**src/rtl/cpld_uart_ctrl.sv**
```systemverilog
// Byte-stream controller driving the CPLD UART strobes on the lane shared with base RAM data[7:0].
// Optional build macro CPLD_UART_LOOPBACK_EN loops every received byte back out as the next tx byte.
module cpld_uart_ctrl #(
  parameter int unsigned PULSE_CYC   = 2,
  parameter int unsigned RECOVER_CYC = 3
) (
  input  logic       clk_10M,
  input  logic       reset_of_clk10M,
  input  logic [7:0] tx_data,
  input  logic       tx_valid,
  output logic       tx_ready,
  output logic [7:0] rx_data,
  output logic       rx_valid,
  input  logic       rx_ready,
  output logic       uart_rdn,
  output logic       uart_wrn,
  input  logic       uart_dataready,
  input  logic       uart_tbre,
  input  logic       uart_tsre,
  input  logic [7:0] bus_data_in,
  output logic [7:0] bus_data_out,
  output logic       bus_data_oe,
  output logic       bus_owned
);

  localparam logic [2:0] IDLE      = 3'd0;
  localparam logic [2:0] RD_LOW    = 3'd1;
  localparam logic [2:0] RD_REC    = 3'd2;
  localparam logic [2:0] WR_SETUP  = 3'd3;
  localparam logic [2:0] WR_LOW    = 3'd4;
  localparam logic [2:0] WR_HOLD   = 3'd5;
  localparam logic [2:0] WAIT_TBRE = 3'd6;
  localparam logic [2:0] WAIT_TSRE = 3'd7;

  localparam logic [3:0] PULSE_LAST   = 4'(PULSE_CYC - 1);
  localparam logic [3:0] RECOVER_LOAD = 4'(RECOVER_CYC);

  logic [2:0] state;
  logic [3:0] pulse_cnt;
  logic [3:0] rec_cnt;
  logic       dr_m, dr_s, tbre_m, tbre_s, tsre_m, tsre_s;
  logic       rd_go, capture, lb_take;
  logic [7:0] lb_data;
  logic       lb_pending;

  always_ff @(posedge clk_10M or posedge reset_of_clk10M) begin
    if (reset_of_clk10M) begin
      dr_m   <= 1'b0;
      dr_s   <= 1'b0;
      tbre_m <= 1'b0;
      tbre_s <= 1'b0;
      tsre_m <= 1'b0;
      tsre_s <= 1'b0;
    end else begin
      dr_m   <= uart_dataready;
      dr_s   <= dr_m;
      tbre_m <= uart_tbre;
      tbre_s <= tbre_m;
      tsre_m <= uart_tsre;
      tsre_s <= tsre_m;
    end
  end

  // A read needs the single-entry rx buffer (or loopback slot) free and the stale-dataready window over.
  assign rd_go   = dr_s && (rec_cnt == 4'd0) && !rx_valid && !lb_pending;
  assign capture = (state == RD_LOW) && (pulse_cnt == 4'd0);
  assign lb_take = (state == IDLE) && !rd_go && lb_pending;

`ifdef CPLD_UART_LOOPBACK_EN
  always_ff @(posedge clk_10M or posedge reset_of_clk10M) begin
    if (reset_of_clk10M) begin
      lb_data    <= '0;
      lb_pending <= 1'b0;
    end else if (capture) begin
      lb_data    <= bus_data_in;
      lb_pending <= 1'b1;
    end else if (lb_take) begin
      lb_pending <= 1'b0;
    end
  end
`else
  assign lb_data    = '0;
  assign lb_pending = 1'b0;
`endif

  always_ff @(posedge clk_10M or posedge reset_of_clk10M) begin
    if (reset_of_clk10M) begin
      state        <= IDLE;
      pulse_cnt    <= '0;
      rec_cnt      <= '0;
      uart_rdn     <= 1'b1;
      uart_wrn     <= 1'b1;
      bus_data_oe  <= 1'b0;
      bus_data_out <= '0;
      bus_owned    <= 1'b0;
      rx_valid     <= 1'b0;
      rx_data      <= '0;
      tx_ready     <= 1'b0;
    end else begin
      tx_ready <= 1'b0;
      if (rec_cnt != 4'd0) rec_cnt <= rec_cnt - 4'd1;
      if (rx_valid && rx_ready) rx_valid <= 1'b0;

      case (state)
        IDLE: begin
          if (rd_go) begin
            state     <= RD_LOW;
            uart_rdn  <= 1'b0;
            bus_owned <= 1'b1;
            pulse_cnt <= PULSE_LAST;
          end else if (lb_take || tx_valid) begin
            state        <= WR_SETUP;
            bus_owned    <= 1'b1;
            bus_data_oe  <= 1'b1;
            bus_data_out <= lb_take ? lb_data : tx_data;
            tx_ready     <= !lb_take;
          end
        end
        RD_LOW: begin
          if (pulse_cnt == 4'd0) begin
            uart_rdn <= 1'b1;
            rec_cnt  <= RECOVER_LOAD;
            state    <= RD_REC;
`ifndef CPLD_UART_LOOPBACK_EN
            // Placed after the handshake clear so a same-edge capture wins.
            rx_data  <= bus_data_in;
            rx_valid <= 1'b1;
`endif
          end else begin
            pulse_cnt <= pulse_cnt - 4'd1;
          end
        end
        RD_REC: begin
          state     <= IDLE;
          bus_owned <= 1'b0;
        end
        WR_SETUP: begin
          uart_wrn  <= 1'b0;
          pulse_cnt <= PULSE_LAST;
          state     <= WR_LOW;
        end
        WR_LOW: begin
          if (pulse_cnt == 4'd0) begin
            uart_wrn <= 1'b1;
            state    <= WR_HOLD;
          end else begin
            pulse_cnt <= pulse_cnt - 4'd1;
          end
        end
        WR_HOLD: begin
          bus_data_oe <= 1'b0;
          state       <= WAIT_TBRE;
        end
        WAIT_TBRE: begin
          if (tbre_s) state <= WAIT_TSRE;
        end
        WAIT_TSRE: begin
          if (tsre_s) begin
            state     <= IDLE;
            bus_owned <= 1'b0;
          end
        end
        default: begin
          state     <= IDLE;
          bus_owned <= 1'b0;
        end
      endcase
    end
  end

endmodule
```
**config.mk**
```make
export PLATFORM = sky130hd
export DESIGN_NAME = cpld_uart_ctrl
export DESIGN_NICKNAME = d
export VERILOG_FILES = /design/src/rtl/cpld_uart_ctrl.sv
export SDC_FILE = /design/constraint.sdc
export NUM_CORES = 1
export LEC_CHECK = 0
export ABC_AREA = 1
export CORE_UTILIZATION = 42
export DETAILED_ROUTE_END_ITERATION = 12
export PLACE_DENSITY = 0.7
export SLEW_MARGIN = 20
export SYNTH_ARGS = -nofsm -noshare
export SYNTH_HDL_FRONTEND = slang
export SYNTH_SLANG_ARGS = --single-unit
```
**constraint.sdc**
```tcl
create_clock -name clk_10M -period 2.28 [get_ports clk_10M]
set_input_delay 0.456 -clock clk_10M [delete_from_list [all_inputs] [get_ports clk_10M]]
set_output_delay 0.456 -clock clk_10M [all_outputs]
set_load 0.02 [all_outputs]
```
==> impl_metrics.yaml, run 1 <==
run_status:
  status: "finished, final reports clean"
timing:
  setup_violations: 0
  layout_setup_ws_ps: 412.7
  rsz0062_at_grt: "false"
  fin_crit_sh_pct: 81.90
  finalClockSkew_ps: 3.379
  hold_viol: 0
  fmaxAchievable_mhz: 535.5
  post-route-min-period_ps: 1867
  relSlewSlack_pct: 68.65
  worst_pin_slew_ps: 470.3
  tns_ps: 0
  slew_violations: 0
layout:
  final_cell_mix: "76 x nand2_1, 44 x clkdlybuf4s50_1, 37 x dfrtp_1, 18 x inv_1, 10 x o21ai_0"
  final_common_cell: "nand2_1"
  drive_above_1_share_pct: 11.69
  synthToLayoutAreaGrowth_pct: 33.01
  nNetsFinal: 273
  antenna_cells: 0
  fillers: 341
clock_network:
  htreeDepth: 2
  cts_tree: "done"
  clkLatencyLatePin_ps: 280
  cts_setup_buffers: 0
  clock_path_buffers: 2
  clock_sinks: 39
  numCtsBuffers: 5
  cts-resized-gates: 0
  postCtsHoldBufs: 0
  cts.reportedPaths.clkPinSlew_ps: 70
  root_buffer: "clkbuf_8"
synthesis:
  netlist_area_um2: 1778
  synth.ff_latch_count: 39
  syn_inst: 199
  synth.top_cell.area_share_pct: 52.08
  ys_warn_count: 0
  synth_area_leaders: "dfrtp_1 52%, nand2_1 16%, inv_1 3.8%, dfstp_2 3.0%, nand3_2 2.8%"
  yosysTopAreaCell: "dfrtp_1"
  synth.distinct_cells: 24
  synth_nets: 225
  ys_seq_area_share_pct: 55.03
  avgSynthCellArea_um2: 8.934
critical_path:
  cp_cell_sequence: "clkdlybuf4s50_1"
  r2r-start: "state[2]$_DFFE_PP0P_"
  critPathSlowestCell: "clkdlybuf4s50_1"
  r2r_slack_ps: 770
  cp.required_ps: 1820
  cp_top_family: "buffers and inverters"
  path_max_fanout: 2
  r2r_cells: 6
  end_kind: "primary output"
  worst-path-buf-inv: 1
  crit_path_max_incr_delay_ps: 600
  rr_endpoint: "rx_data[0]$_DFFE_PP0P_"
  startpoint_type: "flop"
  arrival_ps: 1410
  crit_type: "reg -> out"
drt:
  vias: 1346
  remaining_drc_errors: 0
  routedWlPerCell_um: 10.37
  drtIter0Drc: 104
  via_per_inst: 4.517
  dr.pass1.iters: 4
  routed_wl_um: 3091
  postRouteAntennaNets: 0
placed_design:
  dp_worst_setup_slack_ps: 721.6
  gp_congestion: 0.7976
  hpwlAfterDp_um: 2222
  port_buffers: 44
power:
  powerDensity_nw_per_um2: 1433
  leakagePower_nw: 1.154
  irDropWorstVdd_mv: 0.7374
global_route:
  grt_pass1_vias: 1285
  grt_use_total_pct: 16.17
  grt_max_degree: 40
  grt_pass1_wl_um: 5375
  grt_overflow_total: 0
  antenna_found_initial: 0
floorplanning:
  die-width_um: 67.07
  dieHeight_um: 67.07
  core_um2: 4029
  rows: 23
  top_level_ports: 45
  start_util_pct: 44.13
  die-area_um2: 4498
hold_path:
  hold_depth: 0
  hp-start: "dr_m$_DFF_PP0_"
  hold_end: "dr_s$_DFF_PP0_"
  hold_class: "reg -> reg"
job:
  drv_cap: 0
-- per-layer routing --
metal	vias to the layer above	GRT usage, %	routed length (um)
met5	-	0	0
met4	0	9.574	72
met3	5	2.568	103
met2	29	26.00	1419
met1	595	20.24	1494
li1	717	-	-
-- registers in the layout, indices dropped and copies added, names as in the netlist --
| signal | cells |
|---|---|
| bus_data_oe | 1 |
| uart_wrn | 1 |
| tbre_s | 1 |
| dr_s | 1 |
| uart_rdn | 1 |
| rx_data | 8 |
| bus_data_out | 8 |
| rx_valid | 1 |
| tbre_m | 1 |
| tsre_m | 1 |
| bus_owned | 1 |
| rec_cnt | 4 |
| pulse_cnt | 4 |
| tx_ready | 1 |
| state | 3 |
| dr_m | 1 |
| tsre_s | 1 |
-- per-stage QoR --
step	utilization (%)	instances	total power [W]	hold WS, ps	area, um^2
floorplan	-	199	0.002308	331.2	1778
global placement	55.78	290	0.002808	331.7	2247
detailed placement	55.78	290	0.002831	334.7	2247
CTS	58.70	298	0.003438	352.8	2365
global route	58.70	298	0.003678	358.3	2365
finish	58.70	298	0.003388	349.9	2365
-- synthesized netlist by cell type, drive strengths merged --
master / number
nand4: 2
nor3: 5
ha: 3
nand2: 78
buf: 4
o21ai: 11
xnor2: 2
clkinv: 1
dfstp: 2
inv: 22
nand3: 16
a21oi: 6
dfrtp: 37
nor2: 9
or2: 1
-- final cells by class --
type                       count  area (um^2)  area share (%)
tap                           50        62.56           2.646
inverter                      23        91.34           3.862
multi-input combinational    133        666.9           28.20
timing repair buffer          45        447.9           18.94
clock buffer                   6        82.58           3.492
clock inverter                 2        35.03           1.481
sequential                    39        978.4           41.38
-- worst max-delay path by stage --
stage / startpoint / to / slack (ps) / cells past startpoint
2_1_floorplan: reset_of_clk10M / bus_data_oe$_DFFE_PP0P_ / 940 / 1
3_3_place_gp: uart_rdn$_DFFE_PP1P_ / uart_rdn / 730 / 1
3_5_place_dp: uart_wrn$_DFFE_PP1P_ / uart_wrn / 720 / 1
4_1_cts: uart_wrn$_DFFE_PP1P_ / uart_wrn / 390 / 1
5_1_grt: uart_wrn$_DFFE_PP1P_ / uart_wrn / 360 / 1
6_report: uart_rdn$_DFFE_PP1P_ / uart_rdn / 410 / 1
-- power breakdown --
| part | total, W | internal [W] | switching, W |
|---|---|---|---|
| registers | 0.00121 | 0.000982 | 0.000224 |
| logic | 0.00160 | 0.000699 | 0.000899 |
| clock network | 0.000584 | 0.000354 | 0.000230 |
-- logic make-up (layout without fill, tap and decap cells) --
family / Yosys count / after routing / share of synthesized area, %
AND/OR/NAND/NOR: 111 / 111 / 29.63
flip-flops: 39 / 39 / 55.03
buffers and inverters: 27 / 76 / 7.459
AO/OA/AOI/OAI: 17 / 17 / 4.785
adder cells (fa/ha/maj): 3 / 3 / 2.111
XOR/XNOR: 2 / 2 / 0.9854
No activity file was read; power rests on OpenSTA's default activity.
==> run 2: changes to the inputs <==
- PLACE_DENSITY: 0.7 -> 0.73
- clock period: 2.28 -> 1.7 ns (I/O delays scaled with it)
==> impl_metrics.yaml, run 2 (synthesis results as in run 1) <==
run_status:
  status: "finished, final reports clean"
clock_network:
  cts-resized-gates: 2
  root_buffer: "clkbuf_8"
  numCtsBuffers: 5
  cts_tree: "done"
  htreeDepth: 2
  clock_path_buffers: 2
  postCtsHoldBufs: 0
  clock_sinks: 39
  clkLatencyLatePin_ps: 300
  cts.reportedPaths.clkPinSlew_ps: 80
  cts_setup_buffers: 0
critical_path:
  crit_path_max_incr_delay_ps: 620
  critPathSlowestCell: "clkdlybuf4s50_1"
  arrival_ps: 1290
  cp.required_ps: 1360
  cp_cell_sequence: "clkdlybuf4s50_1"
  rr_endpoint: "state[1]$_DFFE_PP0P_"
  path_max_fanout: 3
  worst-path-buf-inv: 1
  end_kind: "primary output"
  r2r_slack_ps: 280
  startpoint_type: "flop"
  r2r-start: "state[2]$_DFFE_PP0P_"
  cp_top_family: "buffers and inverters"
  r2r_cells: 8
  crit_type: "reg -> out"
layout:
  synthToLayoutAreaGrowth_pct: 33.99
  fillers: 362
  largestRegisters: "bus_data_out x8, rx_data x8"
  nNetsFinal: 275
  final_common_cell: "nand2_1"
  drive_above_1_share_pct: 12.00
  antenna_cells: 0
  final_cell_mix: "76 x nand2_1, 42 x clkdlybuf4s50_1, 37 x dfrtp_1, 18 x inv_1, 10 x o21ai_0"
  fin_cells: 300
  final_area_um2: 2382
floorplanning:
  rows: 23
  top_level_ports: 45
  start_util_pct: 44.13
  die-area_um2: 4498
  core_um2: 4029
  dieHeight_um: 67.07
  die-width_um: 67.07
drt:
  routedWlPerCell_um: 11.00
  routed_wl_um: 3299
  postRouteAntennaNets: 0
  dr.pass1.iters: 4
  via_per_inst: 4.507
  vias: 1352
  drtIter0Drc: 137
  remaining_drc_errors: 0
timing:
  setup_violations: 0
  finalClockSkew_ps: 7.861
  tns_ps: 0
  rsz0062_at_grt: "false"
  relSlewSlack_pct: 75.64
  slew_violations: 0
  fmaxAchievable_mhz: 613.5
  post-route-min-period_ps: 1630
  fin_crit_sh_pct: 95.89
  hold_viol: 0
  worst_pin_slew_ps: 365.4
  whs_ps: 353.4
global_route:
  grt_pass1_wl_um: 5520
  antenna_found_initial: 0
  grt_max_degree: 40
  grt_overflow_total: 0
  grt_pass1_vias: 1279
  grt_use_total_pct: 16.68
hold_path:
  hold_end: "tbre_s$_DFF_PP0_"
  hp-start: "tbre_m$_DFF_PP0_"
  hold_depth: 0
  hold_class: "reg -> reg"
job:
  drv_cap: 0
placed_design:
  placed_area_um2: 2275
  dpl.cell_count: 292
  port_buffers: 44
  hpwlAfterDp_um: 2302
  gp_congestion: 0.7786
power:
  powerDensity_nw_per_um2: 1911
  leakagePower_nw: 1.166
  irDropWorstVdd_mv: 0.8980
[run 2: changes by cell type in the layout (fill, tap and decap cells not counted), sizes merged]
cell           before  now
clkdlybuf4s50      44   42
dlygate4sd2         0    2
clkinvlp            0    1
buf                 1    3
clkinv              2    1
[run 2: cell type report]
type	count	area, um^2	share of cell area, %
sequential	39	978.4	41.07
multi-input combinational	133	666.9	27.99
timing repair buffer	47	473.0	19.85
inverter	23	91.34	3.834
clock buffer	6	72.57	3.046
tap	50	62.56	2.626
clock inverter	2	37.54	1.576
[run 2: routing by layer]
layer	global-route usage, %	share of wire (%)	up-vias
met4	9.574	2.3	0
met3	3.082	3.7	7
li1	-	-	720
met1	21.22	47	593
met5	0	0	-
met2	26.25	47	32
[run 2: through the flow]
step / total power [W] / worst slack [ps] / util [%]
after CTS: 0.004607 / 60.45 / 59.13
final: 0.004553 / 69.91 / 59.13
after global placement: 0.003785 / 266.1 / 56.46
after global routing: 0.004909 / 42.29 / 59.13
after detailed placement: 0.003838 / 255.2 / 56.46
after floorplan: 0.003096 / 456.6 / -
[run 2: worst max-delay path by stage]
stage / startpoint / to / cells past startpoint
floorplan: rec_cnt[0]$_DFF_PP0_ / pulse_cnt[2]$_DFFE_PP0P_ / 7
global placement: uart_rdn$_DFFE_PP1P_ / uart_rdn / 1
detailed placement: uart_wrn$_DFFE_PP1P_ / uart_wrn / 1
CTS: rx_valid$_DFF_PP0_ / rx_valid / 1
global route: bus_data_out[1]$_DFFE_PP0P_ / bus_data_out[1] / 1
finish: rx_valid$_DFF_PP0_ / rx_valid / 1
[run 2: power by group]
group	internal, W	total, W	switching, W
Sequential	0.00132	0.00161	0.000292
Combinational	0.000945	0.00218	0.00123
Clock	0.000438	0.000766	0.000328
